==> src/rtl/instr_seq.sv <==
// instr_seq: multi-cycle instruction sequencer (FETCH/DECODE/EXEC/MEM/WB/HALT) driving ROM, register file and data memory.
// Optional execution cycle counter is built only when INSTR_SEQ_CYCLE_CNT_EN is defined.
module instr_seq (
    input  logic        Clk,
    input  logic        Reset,
    input  logic        Start,
    input  logic [8:0]  Inst,
    input  logic        BranchTaken,
    input  logic [9:0]  BranchTarget,
    input  logic        NoWrite,
    input  logic        MemReady,
    output logic [9:0]  PC,
    output logic [8:0]  InstReg,
    output logic        RegWrEn,
    output logic        MemReq,
    output logic        MemWr,
    output logic        Done,
    output logic [15:0] CycleCount
);

    typedef enum logic [2:0] {
        IDLE,
        FETCH,
        DECODE,
        EXEC,
        MEM,
        WB,
        HALT
    } state_t;

    state_t     state;
    state_t     next_state;
    logic       branch_taken_q;
    logic [9:0] branch_target_q;
    logic       is_mem_op;
    logic       is_store;
    logic       start_accept;

    // Loads use opcode 011, stores 111; both require bit 8 and bit 0 clear.
    assign is_mem_op    = !InstReg[8] && !InstReg[0] &&
                          ((InstReg[7:5] == 3'b011) || (InstReg[7:5] == 3'b111));
    assign is_store     = is_mem_op && InstReg[7];
    assign start_accept = Start && ((state == IDLE) || (state == HALT));

    always_ff @(posedge Clk or posedge Reset) begin
        if (Reset) begin
            state <= IDLE;
        end else begin
            state <= next_state;
        end
    end

    // Outputs decode from the state register so a reset removes them without waiting for an edge.
    always_comb begin
        next_state = state;
        RegWrEn    = 1'b0;
        MemReq     = 1'b0;
        MemWr      = 1'b0;
        Done       = 1'b0;
        unique case (state)
            IDLE: begin
                if (Start) begin
                    next_state = FETCH;
                end
            end
            FETCH: begin
                next_state = DECODE;
            end
            DECODE: begin
                next_state = (InstReg == 9'h1FF) ? HALT : EXEC;
            end
            EXEC: begin
                next_state = is_mem_op ? MEM : WB;
            end
            MEM: begin
                MemReq = 1'b1;
                MemWr  = is_store;
                if (MemReady) begin
                    next_state = WB;
                end
            end
            WB: begin
                RegWrEn    = !NoWrite && !is_store;
                next_state = FETCH;
            end
            HALT: begin
                Done = 1'b1;
                if (Start) begin
                    next_state = FETCH;
                end
            end
            default: begin
                next_state = IDLE;
            end
        endcase
    end

    always_ff @(posedge Clk or posedge Reset) begin
        if (Reset) begin
            PC              <= '0;
            InstReg         <= '0;
            branch_taken_q  <= 1'b0;
            branch_target_q <= '0;
        end else begin
            if (start_accept) begin
                PC <= '0;
            end else if (state == WB) begin
                PC <= branch_taken_q ? branch_target_q : PC + 10'd1;
            end
            if (state == FETCH) begin
                InstReg <= Inst;
            end
            if (state == EXEC) begin
                branch_taken_q  <= BranchTaken;
                branch_target_q <= BranchTarget;
            end
        end
    end

`ifdef INSTR_SEQ_CYCLE_CNT_EN
    logic [15:0] cycle_count_q;
    logic        counting;

    assign counting = (state == FETCH) || (state == DECODE) || (state == EXEC) ||
                      (state == MEM) || (state == WB);

    // Counts only active execution cycles, saturating so long programs never wrap back to small values.
    always_ff @(posedge Clk or posedge Reset) begin
        if (Reset) begin
            cycle_count_q <= '0;
        end else if (start_accept) begin
            cycle_count_q <= '0;
        end else if (counting && (cycle_count_q != 16'hFFFF)) begin
            cycle_count_q <= cycle_count_q + 16'd1;
        end
    end

    assign CycleCount = cycle_count_q;
`else
    assign CycleCount = 16'h0000;
`endif

endmodule

==> config.mk <==
export PLATFORM = sky130hd
export DESIGN_NAME = instr_seq
export DESIGN_NICKNAME = d
export VERILOG_FILES = /design/src/rtl/instr_seq.sv
export SDC_FILE = /design/constraint.sdc
export NUM_CORES = 1
export LEC_CHECK = 0
export ABC_AREA = 1
export CAP_MARGIN = 15
export CORE_AREA = 2 2 75 59
export CTS_CLUSTER_SIZE = 12
export DETAILED_ROUTE_END_ITERATION = 8
export DIE_AREA = 0 0 77 61
export GPL_ROUTABILITY_DRIVEN = 0
export HOLD_SLACK_MARGIN = 0.08
export PLACE_DENSITY = 0.86
export REMOVE_ABC_BUFFERS = 1
export SLEW_MARGIN = 20
export SYNTH_ARGS = -nofsm -noshare
export SYNTH_HDL_FRONTEND = slang
export SYNTH_SLANG_ARGS = --single-unit
==> constraint.sdc <==
create_clock -name Clk -period 3.9 [get_ports Clk]
set_clock_uncertainty 0.1 [all_clocks]
set_input_delay 0.78 -clock Clk [delete_from_list [all_inputs] [get_ports Clk]]
set_output_delay 0.78 -clock Clk [all_outputs]
set_load 0.01 [all_outputs]
==> flow_summary.toml, run 1 <==
[final_layout]
synthToLayoutAreaGrowth_pct = 30.1
post_route_cells_drive_above_1_share_pct = 6.21
antenna-diode-count = 0
num-fill-cells = 383
fin_nets = 331

[clock_tree]
clock_tree.buffer_depth = 2
cts_repair_resize_count = 0
clkSlewWorstSetupHoldPaths_ns = 0.07
cts_inserted_buffers = 5
cts.htree.levels = 2
clock_insertion_delay_worst_skew_ns = 0.28
cts_setup_buffers = 0
cts_hold_buffers = 0
clkSinkCount = 33
root_buffer = "clkbuf_8"
cts_tree = "yes"

[floorplanning]
dieArea_sq_um = 4700
placementRows = 20
dieWidth_microns = 77
floorplan.initialDensity_pct = 47.2
design.core.area_sq_um = 3950
die_height_microns = 61
ios = 64

[routing]
viasPerCell = 4.63
drc = 0
wire_per_inst_microns = 11.2
detail_route.iter0.violations = 90
detailedRoute.firstPassIterationCount = 4
ant_nets = 0
wirelength_microns = 4040
vias = 1672

[synthesis]
syn_area_sq_um = 1870
postSynthRegisterBits = 33
async_reset_ff_share_pct = 100
yosys.area.top_type = "dfrtp_1"
synth_top_cells_by_count = "nand2_1, inv_1, dfrtp_1"
mean_cell_area_of_the_mapped_netlist_sq_um = 7.24
synthMostInstantiatedCell = "nand2_1"
seq_area_frac_synth_pct = 44.2
post_synth_inst_count = 258
synth_enable_flop_cells = 0
netlist.area_leader.share_pct = 44.2
synth_warnings = 0
ys_types = 23
netlist_top_cells_area = "dfrtp_1, nand2_1, buf_4, inv_1, nand3_1"
postSynth.topFlopCell = "dfrtp_1"

[setup_path]
cpPeakStageDelay_ns = 0.53
critPathTopFamily = "simple AND/OR/NAND/NOR gates"
critPathLaunchType = "flip-flop"
cp-end-kind = "primary output"
slowest_stage = "dfrtp_1"
critical_path_required_ns = 3.02
crit_arrival_ns = 1.94
worst_r2r_endpoint = "InstReg[2]$_DFFE_PP0N_"
worstReg2RegStart = "state[2]$_DFFE_PP0P_"
path_class = "reg2out"
crit_path_cell_trace = "nand3_2 > nor2_1 > nand2_1 > inv_1 > clkdlybuf4s50_1"
critical_path.max_fanout = 14
setup.reg_to_reg.worst_slack_ns = 2.04
critPathBufInv = 2
cell_depth_of_the_worst_flop_to_flop_path = 4

[timing]
report.final.hold_viol_count = 0
worst_max_slew_pin_slew_ns = 0.805
final_hold_slack_ns = 0.394
finalCritPeriodShare_pct = 72.3
slew_headroom_pct = 46.0
highest_clock_rate_mhz = 355
period_needed_ns = 2.82
timing.final.setup_violations = 0
rsz_0062_raised_after_global_routing = "false"
timing.final.ws_setup_ns = 1.08
setup_total_negative_slack_ns = 0
report.final.slew_viol_count = 0

[power_and_ir_drop]
peak_supply_drop_mv = 0.366
cell_internal_pwr_w = 0.00106
switching_share_pct = 40.0
comb_power_share_pct = 43.9
net-switching-power_w = 0.000705
share_clk_of_total_power_pct = 18.8
power.sequential.fraction_pct = 37.3
powerDensity_nw_per_um2 = 725
p_leak_nw = 1.21

[placed_design]
dpl.hpwl_microns = 3130
place_worst_setup_slack_ns = 1.12
io_buffers = 47

[hold_path]
min_delay_path_depth = 2
start_point_of_the_worst_hold_path = "branch_target_q[1]$_DFFE_PP0P_"
min-delay-path-class = "reg2reg"
min_delay_worst_endpoint = "branch_target_q[1]$_DFFE_PP0P_"

[grt]
antenna_found_initial = 0
grt_pass1_vias = 1567
maximum_number_of_pins_on_one_net_before_global_route_repair = 34
gr-total-overflow = 0
wire_length_of_the_first_global_routing_pass_microns = 6780
track_usage_pct = 18.7

[job]
maximum_capacitance_violations = 0

[outcome]
status = "finished, final reports clean"
## registers in the layout (all words and copies together), names as in the netlist
signal	flops
PC	10
branch_target_q	10
InstReg	9
state	3
branch_taken_q	1
## placed cells by master, fill, tap and decap left out, drive strengths merged
cell type      netlist  layout
conb                 1      16
xor2                 1       1
clkdlybuf4s50        0      47
nor3                 2       2
inv                 38      38
o21bai               1       1
buf                 21       1
clkbuf               2       7
nor2                14      14
or2                  1       1
a21oi               12      12
o21ai               23      23
nand2               87      87
nand3               17      17
bufinv               0       1
dfrtp               33      33
nand4                3       3
ha                   1       1
a211o                1       1
## worst max-delay path by stage
stage,startpoint,to,slack [ns],depth (start not counted)
after floorplan,InstReg[0]$_DFFE_PP0N_,MemWr,2.00,4
after global placement,NoWrite,RegWrEn,1.12,5
after detailed placement,NoWrite,RegWrEn,1.12,5
after CTS,state[2]$_DFFE_PP0P_,RegWrEn,1.08,5
after global routing,state[2]$_DFFE_PP0P_,RegWrEn,0.97,5
final,state[2]$_DFFE_PP0P_,RegWrEn,1.08,5
## cell type report
| class | count | area [sq um] | area share (%) |
|---|---|---|---|
| clock buffer | 7 | 86.3 | 3.55 |
| clock inverter | 1 | 30.0 | 1.24 |
| inverter | 38 | 143 | 5.87 |
| multi-input combinational | 179 | 798 | 32.9 |
| sequential | 33 | 826 | 34.0 |
| tap | 55 | 68.8 | 2.83 |
| timing repair buffer | 48 | 478 | 19.7 |
## worst reg2reg max path, cell delays in order (launching register included)
cell	delay [ns]
dfrtp_1	0.49
nor3_2	0.72
inv_1	0.25
nand2_1	0.12
nand2_1	0.06
## per-stage QoR
step                      instances  util (%)  area (sq um)  total power (W)
final                           361      61.5          2430          0.00176
after global routing            361      61.5          2430          0.00191
after CTS                       361      61.5          2430          0.00177
after detailed placement        353      58.5          2310          0.00144
after global placement          353      58.5          2310          0.00140
after floorplan                 250         -          1770          0.00109
## power groups by stage
stage | clock [W] | sequential (W) | combinational, W
3_5_place_dp | 0 | 0.000663 | 0.000777
5_1_grt | 0.000353 | 0.000680 | 0.000879
3_3_place_gp | 0 | 0.000650 | 0.000754
2_1_floorplan | 0 | 0.000674 | 0.000417
4_1_cts | 0.000337 | 0.000656 | 0.000781
6_report | 0.000331 | 0.000657 | 0.000774
## per-layer routing
| layer | vias up | routed length (microns) | track usage (%) |
|---|---|---|---|
| met5 | - | 0 | 0 |
| met4 | 0 | 46 | 8.93 |
| met3 | 4 | 260 | 4.02 |
| met2 | 54 | 1830 | 32.2 |
| met1 | 748 | 1910 | 23.2 |
| li1 | 866 | - | - |
## logic make-up (layout without fill, tap and decap cells)
logic type | Yosys count | in the layout | share of synthesized area (%)
AOI/OAI and AO/OA | 37 | 37 | 10.4
other | 1 | 16 | 0.201
adders and majority gates | 1 | 1 | 0.670
buffers and inverters | 61 | 94 | 16.1
and+or+nand+nor | 124 | 124 | 27.9
DFF | 33 | 33 | 44.2
xor gates and xnor gates | 1 | 1 | 0.469
(Power assumes the default switching activity.)
==> run 2: changes to the inputs <==
- CORE_AREA: 2 2 75 59 -> 2 2 81 64
- DIE_AREA: 0 0 77 61 -> 0 0 83 66
- PLACE_DENSITY: 0.86 -> 0.78
- clock period: 3.9 -> 2.4 ns (I/O delays scaled with it)
==> run 2 against run 1 <==
Net effect: first-iteration DRC count shrank 14%; count of clock-buffer cells in the layout did not move; via count up 1.4%; sequential share of layout area hardly changed; critical path depth grew 1; critical endpoint unchanged; largest cell class unchanged; largest power group unchanged.
==> flow_summary.toml, run 2 (same netlist as run 1, synthesis figures left out) <==
[outcome]
status = "finished, final reports clean"

[routing]
wire_per_inst_microns = 11.3
vias = 1695
drc = 0
detail_route.iter0.violations = 77
viasPerCell = 4.61
detailedRoute.firstPassIterationCount = 4
wirelength_microns = 4160
ant_nets = 0

[placed_design]
io_buffers = 47
place_inst = 361
dpl.hpwl_microns = 3100

[grt]
maximum_number_of_pins_on_one_net_before_global_route_repair = 34
wire_length_of_the_first_global_routing_pass_microns = 7100
antenna_found_initial = 0
grt_pass1_vias = 1610
gr-total-overflow = 0
track_usage_pct = 16.4

[power_and_ir_drop]
share_clk_of_total_power_pct = 15.1
comb_power_share_pct = 47.3
switching_share_pct = 41.2
p_leak_nw = 1.23
net-switching-power_w = 0.00115
cell_internal_pwr_w = 0.00163
power.sequential.fraction_pct = 37.6
powerDensity_nw_per_um2 = 1140
peak_supply_drop_mv = 0.649

[clock_tree]
cts_setup_buffers = 0
cts_tree = "yes"
root_buffer = "clkbuf_8"
clock_tree.buffer_depth = 2
clock_insertion_delay_worst_skew_ns = 0.28
cts.htree.levels = 2
cts_inserted_buffers = 5
cts_repair_resize_count = 0
cts_hold_buffers = 0
clkSinkCount = 33
clkSlewWorstSetupHoldPaths_ns = 0.06

[final_layout]
most_common_cell_after_layout_fill_and_taps_aside = "nand2_1"
num-fill-cells = 436
synthToLayoutAreaGrowth_pct = 30.1
antenna-diode-count = 0
instances_no_fill = 368
post_route_cells_drive_above_1_share_pct = 6.82
top_regs = "PC: 10 flops, branch_target_q: 10 flops, InstReg: 9 flops"
fin_nets = 334
leading_cell_types_in_the_layout_fill_and_taps_excluded = "nand2_1, clkdlybuf4s50_1, inv_1"

[floorplanning]
dieWidth_microns = 83
ios = 64
dieArea_sq_um = 5480
floorplan.initialDensity_pct = 39.7
die_height_microns = 66
design.core.area_sq_um = 4710
placementRows = 22

[timing]
report.final.slew_viol_count = 0
timing.final.setup_violations = 0
setup_total_negative_slack_ns = 0
highest_clock_rate_mhz = 438
report.final.hold_viol_count = 0
period_needed_ns = 2.28
rsz_0062_raised_after_global_routing = "false"
finalCritPeriodShare_pct = 95.1

[setup_path]
path_class = "reg2out"
cp-end-kind = "primary output"
crit_arrival_ns = 1.70
critical_path.max_fanout = 3
critPathLaunchType = "flip-flop"
critical_path_required_ns = 1.82

[job]
maximum_capacitance_violations = 0

[hold_path]
min-delay-path-class = "reg2reg"
[run 2: power groups by stage]
| stage | clock network, W | logic [W] | registers (W) |
|---|---|---|---|
| 4_1_cts | 0.000433 | 0.00133 | 0.00105 |
| 3_3_place_gp | 0 | 0.00129 | 0.00104 |
| 3_5_place_dp | 0 | 0.00132 | 0.00106 |
| 2_1_floorplan | 0 | 0.000677 | 0.00109 |
| 6_report | 0.000419 | 0.00131 | 0.00104 |
| 5_1_grt | 0.000454 | 0.00150 | 0.00108 |
[run 2: worst paths after layout]
check                      cells past startpoint  slack [ns]                              to                      startpoint
setup / recovery                               6        0.12                         RegWrEn          InstReg[0]$_DFFE_PP0N_
hold / removal                                 2        0.38  branch_target_q[1]$_DFFE_PP0P_  branch_target_q[1]$_DFFE_PP0P_
setup reg to reg                               7        0.88            state[0]$_DFFE_PP0P_            state[2]$_DFFE_PP0P_
hold reg to reg                                2        0.38  branch_target_q[1]$_DFFE_PP0P_  branch_target_q[1]$_DFFE_PP0P_
max in group asynchronous                      3        1.42               PC[1]$_DFFE_PP0P_                           Reset
min in group asynchronous                      3        0.48          InstReg[3]$_DFFE_PP0N_                           Reset
[run 2: worst max-delay path, stage by stage (launching register included)]
cell and delay (ns):
dfrtp_1 0.39, inv_1 0.07, nand4_1 0.11, or2_2 0.30
nand2_1 0.06, inv_1 0.03, clkdlybuf4s50_1 0.46
[run 2: layout make-up]
type                            count  area (sq um)  area share [%]
Sequential cell                    33           826            34.0
Multi-Input combinational cell    179           798            32.8
Timing Repair Buffer               51           503            20.7
Inverter                           38           143            5.87
Clock buffer                        7          86.3            3.55
Tap cell                           60          75.1            3.09
[run 2: metal layers]
layer	part of all wire (%)	global-route usage, %
met5	0	0
met4	1.0	9.02
met3	5.6	3.87
met2	45	27.0
met1	49	20.1
[run 2: metrics by stage]
stage	utilization (%)	hold WS [ns]	setup WS (ns)	cell area, sq um	power (W)
6_report	51.6	0.380	0.117	2430	0.00278
5_1_grt	51.6	0.402	0.00232	2430	0.00303
4_1_cts	51.6	0.384	0.0167	2430	0.00281
3_5_place_dp	49.8	0.367	0.229	2340	0.00237
3_3_place_gp	49.8	0.366	0.227	2340	0.00233
2_1_floorplan	-	0.349	0.796	1770	0.00177
